<file path="src/rtl/i2c_ctrl_pkg.sv">
// i2c_ctrl_pkg: shared state encodings, constants and sizing helper for the I2C controller front-end
package i2c_ctrl_pkg;

    typedef enum logic [1:0] {MODE_IDLE, MODE_SLAVE, MODE_PEND, MODE_MASTER} mode_t;
    typedef enum logic {XF_ISSUE, XF_WAIT} xfer_t;

    localparam logic [7:0] DEFAULT_SCL_DIV = 8'h01;

    function automatic int level_w(input int depth);
        return $clog2(depth) + 1;
    endfunction

endpackage

</file>
<file path="src/rtl/i2c_sync_fifo.sv">
// i2c_sync_fifo: single-clock FIFO with occupancy count and synchronous flush
module i2c_sync_fifo
    import i2c_ctrl_pkg::*;
#(
    parameter int DEPTH = 8,
    parameter int WIDTH = 8
) (
    input  logic                      clk,
    input  logic                      rst,
    input  logic                      flush,
    input  logic                      push,
    input  logic [WIDTH-1:0]          wdata,
    input  logic                      pop,
    output logic [WIDTH-1:0]          rdata,
    output logic                      full,
    output logic                      empty,
    output logic [level_w(DEPTH)-1:0] level
);
    localparam int AW = $clog2(DEPTH);
    localparam int LW = level_w(DEPTH);

    logic [WIDTH-1:0] mem [DEPTH];
    logic [AW-1:0]    wr_ptr, rd_ptr;
    logic             push_ok, pop_ok;

    assign full    = level == LW'(DEPTH);
    assign empty   = level == '0;
    assign push_ok = push && !full;
    assign pop_ok  = pop && !empty;
    assign rdata   = mem[rd_ptr];

    always_ff @(posedge clk) begin
        if (rst || flush) begin
            wr_ptr <= '0;
            rd_ptr <= '0;
            level  <= '0;
        end else begin
            if (push_ok) wr_ptr <= wr_ptr + AW'(1);
            if (pop_ok) rd_ptr <= rd_ptr + AW'(1);
            level <= level + LW'(push_ok) - LW'(pop_ok);
        end
    end

    always_ff @(posedge clk) begin
        if (push_ok) mem[wr_ptr] <= wdata;
    end

endmodule

</file>
<file path="src/rtl/i2c_ctrl_fifo_top.sv">
// i2c_ctrl_fifo_top: host-side FIFO front-end, filtered bus monitor and mode FSM for the I2C byte engines
module i2c_ctrl_fifo_top
    import i2c_ctrl_pkg::*;
#(
    parameter int         FIFO_DEPTH   = 8,
    parameter int         FILT_LEN     = 3,
    parameter int         IDLE_TIMEOUT = 1024,
    parameter int         NUM_ADDR     = 2,
    parameter logic [6:0] DEFAULT_ADDR = 7'h49
) (
    input  logic                           clk,
    input  logic                           rst,
    input  logic                           enable,
    input  logic [7:0]                     set_scl_div,
    output logic [7:0]                     scl_div,
    input  logic [7*NUM_ADDR-1:0]          set_local_addr,
    output logic [7*NUM_ADDR-1:0]          local_addr,
    input  logic                           start_req,
    input  logic                           stop_req,
    input  logic                           tx_valid,
    output logic                           tx_ready,
    input  logic [7:0]                     tx_data,
    output logic                           rx_valid,
    input  logic                           rx_ready,
    output logic [7:0]                     rx_data,
    output logic [level_w(FIFO_DEPTH)-1:0] tx_level,
    output logic [level_w(FIFO_DEPTH)-1:0] rx_level,
    output logic [7:0]                     eng_byte_wr,
    output logic                           eng_wr_rdy,
    input  logic                           eng_wr_reg_empty,
    input  logic [7:0]                     eng_byte_rd,
    input  logic                           eng_rd_reg_full,
    output logic                           eng_rd_clr,
    output logic                           eng_start_trans,
    output logic                           eng_stop_trans,
    input  logic                           eng_arbit_fail,
    input  logic                           eng_trans_stop,
    output logic                           master_en,
    output logic                           slave_en,
    input  logic                           scl_i,
    input  logic                           sda_i,
    output logic                           bus_busy,
    output logic                           is_master,
    output logic                           start_pending,
    output logic                           bus_timeout
);
    localparam int FW = $clog2(FILT_LEN + 1);
    localparam int TW = $clog2(IDLE_TIMEOUT + 1);

    logic [1:0]    meta, sync, filt, filt_d;
    logic [FW-1:0] fcnt [2];
    logic [TW-1:0] idle_cnt;
    logic          start_det, stop_det, idle;
    mode_t         mode, mode_nx;
    xfer_t         tx_st, tx_nx, rx_st, rx_nx;
    logic          tx_fire, rx_fire, tx_full, tx_empty, rx_full, rx_empty;
    logic [7:0]    tx_head;

    always_ff @(posedge clk) begin
        if (rst) begin
            scl_div    <= DEFAULT_SCL_DIV;
            local_addr <= {NUM_ADDR{DEFAULT_ADDR}};
        end else if (!enable) begin
            scl_div    <= (set_scl_div == 8'h00) ? 8'h01 : set_scl_div;
            local_addr <= set_local_addr;
        end
    end

    // bit 0 carries scl, bit 1 carries sda
    always_ff @(posedge clk) begin
        if (rst) begin
            meta   <= '1;
            sync   <= '1;
            filt   <= '1;
            filt_d <= '1;
            fcnt   <= '{default: '0};
        end else begin
            meta   <= {sda_i, scl_i};
            sync   <= meta;
            filt_d <= filt;
            for (int i = 0; i < 2; i++) begin
                fcnt[i] <= (sync[i] == filt[i] || fcnt[i] == FW'(FILT_LEN - 1)) ? '0 : fcnt[i] + FW'(1);
                if (sync[i] != filt[i] && fcnt[i] == FW'(FILT_LEN - 1)) filt[i] <= sync[i];
            end
        end
    end

    assign start_det = filt[0] && filt_d[1] && !filt[1];
    assign stop_det  = filt[0] && !filt_d[1] && filt[1];
    assign idle      = bus_busy && filt[0] && filt[1];

    always_ff @(posedge clk) begin
        if (rst) begin
            bus_busy    <= 1'b0;
            bus_timeout <= 1'b0;
            idle_cnt    <= '0;
        end else begin
            bus_timeout <= 1'b0;
            if (start_det) begin
                bus_busy <= 1'b1;
                idle_cnt <= '0;
            end else if (stop_det || !idle) begin
                bus_busy <= bus_busy && !stop_det;
                idle_cnt <= '0;
            end else if (idle_cnt == TW'(IDLE_TIMEOUT - 1)) begin
                bus_busy    <= 1'b0;
                bus_timeout <= 1'b1;
                idle_cnt    <= '0;
            end else begin
                idle_cnt <= idle_cnt + TW'(1);
            end
        end
    end

    always_comb begin
        mode_nx = mode;
        case (mode)
            MODE_IDLE:   mode_nx = MODE_SLAVE;
            MODE_SLAVE:  mode_nx = start_req ? MODE_PEND : MODE_SLAVE;
            MODE_PEND:   mode_nx = bus_busy ? MODE_PEND : MODE_MASTER;
            MODE_MASTER: mode_nx = (eng_arbit_fail || eng_trans_stop) ? MODE_SLAVE : MODE_MASTER;
            default:     mode_nx = MODE_IDLE;
        endcase
        if (!enable) mode_nx = MODE_IDLE;
        tx_nx = tx_fire ? XF_WAIT : (tx_st == XF_WAIT && !eng_wr_reg_empty) ? XF_ISSUE : tx_st;
        rx_nx = rx_fire ? XF_WAIT : (rx_st == XF_WAIT && !eng_rd_reg_full) ? XF_ISSUE : rx_st;
    end

    assign master_en     = mode == MODE_MASTER;
    assign slave_en      = mode == MODE_SLAVE || mode == MODE_PEND;
    assign is_master     = master_en;
    assign start_pending = mode == MODE_PEND;
    assign tx_fire       = tx_st == XF_ISSUE && eng_wr_reg_empty && !tx_empty && (master_en || slave_en);
    assign rx_fire       = rx_st == XF_ISSUE && eng_rd_reg_full && !rx_full && enable;
    assign tx_ready      = !tx_full;
    assign rx_valid      = !rx_empty;

    always_ff @(posedge clk) begin
        if (rst) begin
            mode            <= MODE_IDLE;
            tx_st           <= XF_ISSUE;
            rx_st           <= XF_ISSUE;
            eng_start_trans <= 1'b0;
            eng_stop_trans  <= 1'b0;
            eng_wr_rdy      <= 1'b0;
            eng_rd_clr      <= 1'b0;
            eng_byte_wr     <= 8'h00;
        end else begin
            mode            <= mode_nx;
            tx_st           <= tx_nx;
            rx_st           <= rx_nx;
            eng_start_trans <= (mode == MODE_PEND && mode_nx == MODE_MASTER) ||
                               (mode == MODE_MASTER && mode_nx == MODE_MASTER && start_req);
            eng_stop_trans  <= mode == MODE_MASTER && mode_nx == MODE_MASTER && stop_req;
            eng_wr_rdy      <= tx_fire;
            eng_rd_clr      <= rx_fire;
            if (tx_fire) eng_byte_wr <= tx_head;
        end
    end

    i2c_sync_fifo #(.DEPTH(FIFO_DEPTH), .WIDTH(8)) u_tx_fifo (
        .clk   (clk),
        .rst   (rst),
        .flush (!enable),
        .push  (tx_valid),
        .wdata (tx_data),
        .pop   (tx_fire),
        .rdata (tx_head),
        .full  (tx_full),
        .empty (tx_empty),
        .level (tx_level)
    );

    i2c_sync_fifo #(.DEPTH(FIFO_DEPTH), .WIDTH(8)) u_rx_fifo (
        .clk   (clk),
        .rst   (rst),
        .flush (!enable),
        .push  (rx_fire),
        .wdata (eng_byte_rd),
        .pop   (rx_ready),
        .rdata (rx_data),
        .full  (rx_full),
        .empty (rx_empty),
        .level (rx_level)
    );

endmodule
</file>
<file path="config.mk">
export PLATFORM = sky130hd
export DESIGN_NAME = i2c_ctrl_fifo_top
export DESIGN_NICKNAME = d
export VERILOG_FILES = /design/src/rtl/i2c_ctrl_pkg.sv /design/src/rtl/i2c_sync_fifo.sv /design/src/rtl/i2c_ctrl_fifo_top.sv
export SDC_FILE = /design/constraint.sdc
export NUM_CORES = 1
export LEC_CHECK = 0
export BUFFER_PORTS_ARGS = -buffer_cell sky130_fd_sc_hd__buf_2
export CAP_MARGIN = 20
export CELL_PAD_IN_SITES_DETAIL_PLACEMENT = 1
export CELL_PAD_IN_SITES_GLOBAL_PLACEMENT = 2
export CORE_ASPECT_RATIO = 0.5
export CORE_MARGIN = 2
export CORE_UTILIZATION = 35
export CTS_CLUSTER_DIAMETER = 40
export CTS_CLUSTER_SIZE = 40
export DETAILED_ROUTE_END_ITERATION = 8
export PLACE_DENSITY = 0.69
export SLEW_MARGIN = 0
export SYNTH_ARGS = -nofsm -noshare
export SYNTH_HDL_FRONTEND = slang
export SYNTH_SLANG_ARGS = --single-unit
</file>
<file path="constraint.sdc">
create_clock -name clk -period 2.9 [get_ports clk]
set_input_delay 0.145 -clock clk [delete_from_list [all_inputs] [get_ports clk]]
set_output_delay 0.145 -clock clk [all_outputs]
set_load 0.02 [all_outputs]
</file>
==> flow_metrics.py, run 1 <==
metrics = {
    "sta": {
        "tightest_slew_ns": 0.930,
        "fmax_mhz": 392,
        "setup_tns_ns": 0,
        "hold_viol_final": 0,
        "rsz0062_at_grt": "no",
        "max_slew_margin": 0.379,
        "finClkSkew_ns": 0.0231,
        "whs_ns": 0.107,
        "drv_slew": 0,
        "finalCritPeriodShare": 0.880,
        "period_needed_ns": 2.55,
        "setup_violations": 0,
    },
    "clocking": {
        "cts.sinks": 213,
        "cts_root_buffer": "clkbuf_16",
        "cts_tree": "built",
        "h-tree-depth": 1,
        "clock_latency_ns": 0.53,
        "clock_tree.buffer_depth": 3,
        "cts_made_buffers": 20,
        "path_clk_slew_ns": 0.07,
    },
    "finish": {
        "postLayoutCoreUtil": 0.454,
        "drive_gt1_frac": 0.271,
        "syn_to_final_growth_pct": 26.1,
        "fin_nets": 811,
        "final_cells": 1056,
        "n_antenna_cell": 0,
    },
    "global_route": {
        "overflow": 0,
        "grt_antenna_before_repair": 0,
        "grt_pass1_vias": 5422,
        "grt_pass1_wl_mm": 29.9,
        "grt_usage": 0.154,
        "grt_max_degree": 47,
    },
    "critical_path": {
        "path_max_fanout": 4,
        "critPathKind": "flip-flop to flip-flop",
        "critPathMaxStageDelay_ns": 0.41,
        "critPathLaunchType": "flip-flop",
        "worstPathCellList": "inv_1, ha_1, or3b_1, nand2_1, clkinvlp_4, ha_1, inv_1, ha_1, inv_1, fa_1, xor2_1, nor2_1",
        "worst_path_max_delay_cell": "or3b_1",
        "cp.required_ns": 3.29,
        "endpoint_kind": "flip-flop",
        "crit_arrival_ns": 2.94,
    },
    "floorplan": {
        "coreArea_um2": 23100,
        "start_util": 0.360,
        "row_count": 39,
        "die_h_um": 113,
        "ios": 109,
        "dieArea_um2": 25100,
        "die_x_um": 222,
    },
    "drt": {
        "drc": 0,
        "viasPerCell": 4.77,
        "routed_wl_mm": 18.9,
        "dr_total_vias": 5034,
        "drtIter0Drc": 217,
        "drt.antenna.violating_nets": 0,
        "dr.pass1.iters": 4,
        "wl_per_cell_um": 17.9,
    },
    "logic_synthesis": {
        "yosys_warnings": 0,
        "synth.net_count": 635,
        "yosys-top-cells-count": "edfxtp_1 (128), dfxtp_1 (85), nor2_1 (67)",
        "syn_avg_cell_area_um2": 14.9,
        "synth.most_common_cell": "edfxtp_1",
        "yosys.area.top_type": "edfxtp_1",
        "yosysUniqueCellTypes": 43,
        "synth.yosys.seq_area_share": 0.667,
        "syn_inst": 559,
        "async_flop_share": 0,
        "synth_edf_count": 128,
        "synth_top_area_frac": 0.462,
        "synth.area.top_cells": "edfxtp_1 (46%), dfxtp_1 (20%), mux4_1 (4.7%)",
        "synth-seq-cells": 213,
        "syn_area_um2": 8310,
        "synth_flop_cell": "edfxtp_1",
    },
    "placed_design": {
        "gp_congestion": 0.747,
        "io_buffers": 108,
        "dp.cells": 973,
        "post-dp-hpwl_mm": 12.1,
    },
    "pwr": {
        "clockPowerShare": 0.410,
        "p_sw_frac": 0.266,
        "power_mw": 6.97,
        "netSwitchingPower_mw": 1.85,
        "vdd_drop_max_v": 0.000292,
        "power.density_nw_per_um2": 664,
        "p_leak_nw": 3.93,
        "pwr-share-seq": 0.478,
        "combinationalPowerShare": 0.112,
        "power.internal_mw": 5.11,
    },
    "outcome": {
        "status": "complete, no violations",
    },
    "job": {
        "drv_cap": 0,
    },
    "worst_hold_path": {
        "hold_class": "input port to flip-flop",
    },
}
[power groups by stage]
| stage | Sequential (mW) | Combinational (mW) | Clock [mW] |
|---|---|---|---|
| finish | 3.33 | 0.782 | 2.86 |
| global route | 3.34 | 0.869 | 3.07 |
| CTS | 3.33 | 0.795 | 2.95 |
| detailed placement | 3.40 | 0.737 | 0 |
| global placement | 3.39 | 0.726 | 0 |
| floorplan | 3.45 | 0.447 | 0 |
[per-layer routing]
metal  up-vias  GRT usage  part of all wire
li1       2414          -                 -
met1      2529      0.187              0.43
met2        63      0.283              0.52
met3        28     0.0304             0.028
met4         0     0.0378             0.021
met5         -          0                 0
[cell type report]
type	count	area [µm²]
tap	307	384
clock buffer	21	504
timing repair buffer	178	1180
multi-input combinational	293	2530
clock inverter	15	230
inverter	29	113
fill	2368	12600
sequential	213	5550
[kinds of logic after synthesis]
kind of cell,after synthesis,synth area share
AOI/OAI and AO/OA,37,0.0305
xor gates and xnor gates,21,0.0221
adders and majority gates,25,0.0394
buffers and inverters,53,0.0302
DFF,213,0.667
muxes,55,0.122
and+or+nand+nor,155,0.0883
[repair_timing]
item	CTS	global route
setup endpoints to repair	0	2
endpoints found under the hold margin	159	0
resized for setup	0	1
setup buffers	0	1
hold buffers	46	0
[state kept, by name, indices dropped and copies added (netlist names), 8 cells and up, named ones only]
name           cells
u_rx_fifo.mem     64
u_tx_fifo.mem     64
local_addr        14
idle_cnt          11
eng_byte_wr        8
scl_div            8
[final timing paths]
path	from	endpoint	slack, ns	depth (start not counted)
setup / recovery	u_tx_fifo.level[2]	u_tx_fifo.level[2]	0.35	12
hold / removal	enable	u_rx_fifo.wr_ptr[2]	0.11	5
setup reg to reg	u_tx_fifo.level[2]	u_tx_fifo.level[2]	0.35	12
hold reg to reg	fcnt[2]	fcnt[2]	0.41	1
[placed cells by master, fill, tap and decap left out, types with 3 or more instances in the layout]
| master | netlist | final |
|---|---|---|
| nand2b_1 | 3 | 3 |
| or2_2 | 6 | 6 |
| nor3_1 | 17 | 17 |
| xnor2_1 | 11 | 11 |
| edfxtp_1 | 128 | 128 |
| clkinv_8 | 0 | 6 |
| inv_12 | 0 | 3 |
| dlygate4sd3_1 | 0 | 46 |
| mux2_2 | 8 | 8 |
| inv_1 | 29 | 28 |
| nor2b_1 | 9 | 9 |
| nand4_1 | 3 | 3 |
| ha_1 | 23 | 23 |
| mux2i_1 | 15 | 15 |
| mux4_1 | 15 | 15 |
| o22ai_1 | 9 | 9 |
| nor2_1 | 67 | 67 |
| a21oi_1 | 11 | 11 |
| nand2_1 | 21 | 21 |
| buf_4 | 3 | 24 |
| nor4_1 | 3 | 3 |
| clkbuf_16 | 0 | 20 |
| and3_1 | 3 | 3 |
| mux4_2 | 17 | 17 |
| buf_2 | 6 | 108 |
| nor3b_1 | 4 | 4 |
| a211o_1 | 10 | 10 |
| dfxtp_1 | 85 | 85 |
| nand3_1 | 11 | 11 |
| xor2_1 | 10 | 10 |
[through the flow]
stage	area, µm²	worst slack, ns
floorplan	8310	0.249
global placement	9280	0.300
detailed placement	9280	0.203
CTS	10500	0.181
global route	10500	0.157
finish	10500	0.347
[critical path: cells and delay by family (launching register included)]
| kind | cells | cell delay, ns |
|---|---|---|
| buf+inv | 4 | 0.37 |
| flops | 1 | 0.31 |
| fa+ha+maj | 4 | 0.97 |
| simple gates | 3 | 0.65 |
| xor+xnor | 1 | 0.14 |
Note: power is estimated with default switching activity, not from simulation.
==> run 2, diff against run 1 <==
- CORE_MARGIN: 2 -> 4
- CORE_UTILIZATION: 35 -> 41
- PLACE_DENSITY: 0.69 -> 0.78
==> run 2 against run 1 <==
- worst hold slack got worse by 0.0087 ns
- via count rose by 1.1%
- combinational power barely moved
- final area fell by 0.69%
- register-to-register slack got worse by 0.05 ns
- sequential cell count did not move
- first-iteration DRC count fell by 30%
- critical endpoint unchanged
- largest cell class unchanged
- highest routed layer unchanged
==> flow_metrics.py, run 2 (synthesized netlist as in run 1, its figures left out) <==
metrics = {
    "outcome": {
        "status": "complete, no violations",
    },
    "pwr": {
        "p_leak_nw": 3.92,
        "power.density_nw_per_um2": 669,
        "power_mw": 6.97,
        "vdd_drop_max_v": 0.000398,
    },
    "critical_path": {
        "critPathKind": "flip-flop to flip-flop",
        "critPathLaunchType": "flip-flop",
        "r2r_slack_ns": 0.30,
        "crit_arrival_ns": 2.97,
        "cp.required_ns": 3.27,
        "r2r_end": "u_tx_fifo.level[2]",
        "endpoint_kind": "flip-flop",
        "r2r_cells": 12,
        "r2r-start": "u_tx_fifo.level[2]",
        "path_max_fanout": 4,
    },
    "global_route": {
        "overflow": 0,
        "grt_usage": 0.167,
        "grt_pass1_wl_mm": 30.1,
        "grt_max_degree": 31,
        "grt_antenna_before_repair": 1,
        "grt_pass1_vias": 5533,
    },
    "finish": {
        "final_cells": 1016,
        "syn_to_final_growth_pct": 25.3,
        "drive_gt1_frac": 0.271,
        "multiInputGateArea_um2": 2530,
        "seq_area_um2": 5550,
        "postLayoutCoreUtil": 0.529,
        "final_cell_mix": "edfxtp_1 (128), buf_2 (109), dfxtp_1 (85)",
        "final_common_cell": "edfxtp_1",
        "final_area_um2": 10400,
        "top_regs": "u_rx_fifo.mem x64, u_tx_fifo.mem x64, local_addr x14",
        "fin_nets": 810,
        "fill_cells": 1972,
    },
    "placed_design": {
        "io_buffers": 108,
        "pre_cts_slack_ns": 0.211,
        "dp.cells": 930,
        "post-dp-hpwl_mm": 12.4,
        "gp_congestion": 0.743,
        "place_area_um2": 9210,
    },
    "clocking": {
        "cts.sinks": 213,
        "clock_latency_ns": 0.51,
        "cts_made_buffers": 21,
        "clock_tree.buffer_depth": 3,
        "path_clk_slew_ns": 0.08,
        "cts_tree": "built",
        "h-tree-depth": 1,
        "cts_root_buffer": "clkbuf_16",
    },
    "drt": {
        "wl_per_cell_um": 18.4,
        "drc": 0,
        "viasPerCell": 5.01,
        "routed_wl_mm": 18.7,
        "dr_total_vias": 5090,
        "drt.antenna.violating_nets": 0,
        "dr.pass1.iters": 4,
        "drtIter0Drc": 152,
    },
    "sta": {
        "setup_tns_ns": 0,
        "layout_setup_ws_ns": 0.296,
        "fmax_mhz": 384,
        "finClkSkew_ns": 0.0173,
        "setup_violations": 0,
        "rsz0062_at_grt": "no",
        "tightest_slew_ns": 0.898,
        "period_needed_ns": 2.60,
        "hold_viol_final": 0,
        "whs_ns": 0.0985,
        "drv_slew": 0,
        "finalCritPeriodShare": 0.898,
        "max_slew_margin": 0.400,
    },
    "worst_hold_path": {
        "min_from": "rst",
        "hold_path_depth": 2,
        "holdPathEnd": "local_addr[12]",
        "hold_class": "input port to flip-flop",
    },
    "floorplan": {
        "die_x_um": 209,
        "ios": 109,
        "dieArea_um2": 22800,
        "die_h_um": 109,
        "coreArea_um2": 19700,
        "row_count": 36,
        "start_util": 0.422,
    },
    "job": {
        "drv_cap": 0,
    },
}
==> run 2: changes by cell type in the layout (fill, tap and decap cells not counted), moves of 2 or more <==
cell and delta:
clkinv_8 -5, buf_4 -3, inv_8 +3, clkinvlp_4 +2, inv_6 +2
==> run 2: critical path, stage by stage, from the launching register on <==
cell and delay [ns]:
dfxtp_1 0.31, inv_1 0.11, ha_1 0.16, or3b_1 0.41
nand2_1 0.19, clkinvlp_4 0.16, ha_1 0.29, inv_1 0.06
ha_1 0.17, inv_1 0.06, fa_1 0.38, xor2_1 0.14
nor2_1 0.05
==> run 2: worst max path at each step <==
stage          depth (start not counted)                  end  slack [ns]          startpoint
2_1_floorplan                          7  u_tx_fifo.mem[0][0]        0.25  u_tx_fifo.level[2]
3_3_place_gp                          12   u_tx_fifo.level[2]        0.31             mode[0]
3_5_place_dp                          12   u_tx_fifo.level[2]        0.21             mode[0]
4_1_cts                               12   u_tx_fifo.level[2]        0.19             mode[0]
5_1_grt                               12   u_tx_fifo.level[2]        0.09  u_tx_fifo.level[2]
6_report                              12   u_tx_fifo.level[2]        0.30  u_tx_fifo.level[2]
==> run 2: area by class of cell <==
class,instances,share of cell area
clock inverters,17,0.0195
flip-flops and latches,213,0.532
well taps,266,0.0320
multi-input cells,293,0.243
repair buffers,176,0.112
clock buffers,21,0.0505
inverters,29,0.0108
diodes,1,0.000240
==> run 2: power by group <==
group	internal [mW]	switching, mW
clock	1.52	1.34
combinational	0.346	0.435
sequential	3.28	0.0478
total	5.15	1.82
==> run 2: timing repair <==
| action | in CTS | in global routing |
|---|---|---|
| setup buffers | 0 | 1 |
| setup endpoints to repair | 0 | 1 |
| resized for setup | 0 | 1 |
| hold buffers | 46 | 0 |
| endpoints found under the hold margin | 159 | 0 |
==> run 2: routing by layer <==
metal / GRT usage / routed length [µm]
met4: 0.0503 / 577
met5: 0 / 0
met2: 0.313 / 9800
met1: 0.201 / 7860
met3: 0.0276 / 471
==> run 3, diff against run 2 <==
- SETUP_SLACK_MARGIN: default -> 0.4
==> run 3 against run 2 <==
- combinational power grew 2%
- largest power group unchanged
- critical path type is now flip-flop to output port
- critical endpoint is now rx_data[2]
- via count down 1.7%
- count of clock-buffer cells in the layout is the same
- sequential cell count is the same
- non-clock buffer count is the same
- register-to-register slack better by 0.26 ns
- final area is 0.34% higher
- power about the same
==> flow_metrics.py, run 3 (synthesized netlist as in run 1, its figures left out) <==
metrics = {
    "outcome": {
        "status": "complete, no violations",
    },
    "placed_design": {
        "post-dp-hpwl_mm": 12.3,
        "gp_congestion": 0.698,
        "dp.cells": 930,
        "place_area_um2": 9220,
        "io_buffers": 108,
    },
    "drt": {
        "drt.antenna.violating_nets": 0,
        "viasPerCell": 4.93,
        "routed_wl_mm": 18.5,
        "drtIter0Drc": 230,
        "dr_total_vias": 5005,
        "wl_per_cell_um": 18.3,
        "drc": 0,
        "dr.pass1.iters": 4,
    },
    "floorplan": {
        "ios": 109,
        "coreArea_um2": 19700,
        "die_x_um": 209,
        "row_count": 36,
        "dieArea_um2": 22800,
        "die_h_um": 109,
        "start_util": 0.422,
    },
    "finish": {
        "postLayoutCoreUtil": 0.531,
        "final_common_cell": "edfxtp_1",
        "final_cell_mix": "edfxtp_1 (128), buf_2 (109), dfxtp_1 (84)",
        "fill_cells": 1949,
        "multiInputGateArea_um2": 2560,
        "drive_gt1_frac": 0.278,
        "final_area_um2": 10500,
        "fin_nets": 810,
        "final_cells": 1015,
        "syn_to_final_growth_pct": 25.7,
        "top_regs": "u_rx_fifo.mem x64, u_tx_fifo.mem x64, local_addr x14",
        "seq_area_um2": 5550,
    },
    "critical_path": {
        "cp.required_ns": 2.76,
        "path_max_fanout": 16,
        "path_delay_family": "flip-flops",
        "worst_path_max_delay_cell": "dfxtp_1",
        "critPathLaunchType": "flip-flop",
        "critPathMaxStageDelay_ns": 0.81,
        "endpoint_kind": "output port",
        "worstPathCellList": "mux4_1, mux2_2, buf_2",
        "critPathKind": "flip-flop to output port",
        "crit_arrival_ns": 2.20,
        "path_buf_inv": 1,
    },
    "clocking": {
        "cts_root_buffer": "clkbuf_16",
        "clock_tree.buffer_depth": 3,
        "clock_latency_ns": 0.50,
        "cts.sinks": 213,
        "cts_tree": "built",
        "h-tree-depth": 1,
        "cts_made_buffers": 21,
        "path_clk_slew_ns": 0.08,
    },
    "global_route": {
        "grt_usage": 0.162,
        "grt_pass1_vias": 5415,
        "grt_use_met1": 0.204,
        "use_met3": 0.0262,
        "gr-max-usage-layer": "met2",
        "overflow": 0,
        "grt_antenna_before_repair": 1,
        "grtUsageMet2": 0.298,
        "grt_pass1_wl_mm": 29.3,
        "grt_max_degree": 47,
    },
    "worst_hold_path": {
        "hold_class": "input port to flip-flop",
    },
    "sta": {
        "hold_viol_final": 0,
        "max_slew_margin": 0.408,
        "setup_violations": 0,
        "rsz0062_at_grt": "yes",
        "period_needed_ns": 2.34,
        "finalCritPeriodShare": 0.809,
        "drv_slew": 0,
        "fmax_mhz": 426,
        "tightest_slew_ns": 0.887,
        "finClkSkew_ns": 0.0173,
        "setup_tns_ns": 0,
    },
    "job": {
        "drv_cap": 0,
    },
    "pwr": {
        "p_sw_frac": 0.259,
        "clockPowerShare": 0.408,
        "netSwitchingPower_mw": 1.80,
        "pwr-share-seq": 0.478,
        "combinationalPowerShare": 0.114,
        "power.density_nw_per_um2": 667,
        "p_leak_nw": 3.94,
        "vdd_drop_max_v": 0.000327,
        "power.internal_mw": 5.16,
    },
}
-- run 3: cell count changes in the layout (fill, tap and decap cells not counted), sizes merged --
cell / before / now
clkinvlp: 3 / 0
inv: 39 / 36
clkinv: 3 / 8
-- run 3: final cells by class --
| cell class | count | share of cell area |
|---|---|---|
| Clock buffer | 21 | 0.0503 |
| Multi-Input combinational cell | 293 | 0.245 |
| Antenna cell | 1 | 0.000239 |
| Timing Repair Buffer | 176 | 0.111 |
| Tap cell | 266 | 0.0318 |
| Inverter | 29 | 0.0104 |
| Clock inverter | 16 | 0.0202 |
| Sequential cell | 213 | 0.531 |
-- run 3: final timing paths --
path                            depth (start not counted)                from                  end  slack (ns)
worst max-delay path                                    3           flip-flop           rx_data[2]        0.56
worst min-delay path                                    5              enable  u_rx_fifo.wr_ptr[2]        0.14
worst max register to register                         12  u_tx_fifo.level[2]   u_tx_fifo.level[2]        0.56
worst min register to register                          1             meta[1]              sync[1]        0.40
-- run 3: worst reg2reg max path, stage by stage (launching register included) --
cell	delay, ns
dfxtp_1	0.32
inv_2	0.08
ha_1	0.15
or3b_4	0.40
nand2_2	0.10
inv_1	0.06
ha_1	0.26
inv_1	0.06
ha_1	0.17
inv_1	0.06
fa_1	0.37
xor2_1	0.14
nor2_1	0.05
-- run 3: routing by layer --
metal,part of all wire,up-vias
met1,0.43,2507
met5,0,-
met2,0.52,59
li1,-,2411
met4,0.022,0
met3,0.027,28
-- run 3: stage by stage --
step           setup slack, ns  hold WS, ns  total power [mW]
2_1_floorplan            0.402        0.244              3.89
4_1_cts                  0.411        0.129              7.05
5_1_grt                  0.364        0.173              7.28
6_report                 0.555        0.138              6.97
3_5_place_dp             0.298        0.331              4.14
3_3_place_gp             0.438        0.329              4.11
-- run 3: power groups by stage --
stage	sequential, mW	clock, mW	combinational, mW
after floorplan	3.45	0	0.447
after global placement	3.40	0	0.715
after detailed placement	3.40	0	0.734
after CTS	3.33	2.92	0.790
after global routing	3.35	3.06	0.878
final	3.33	2.84	0.793
-- run 3: timing repair --
item	in CTS	in global routing
hold buffers	46	0
setup buffers	0	1
endpoints found under the hold margin	159	0
pin swaps	0	1
gates cloned	0	0
gates resized for setup	1	8
setup endpoints to repair	3	6
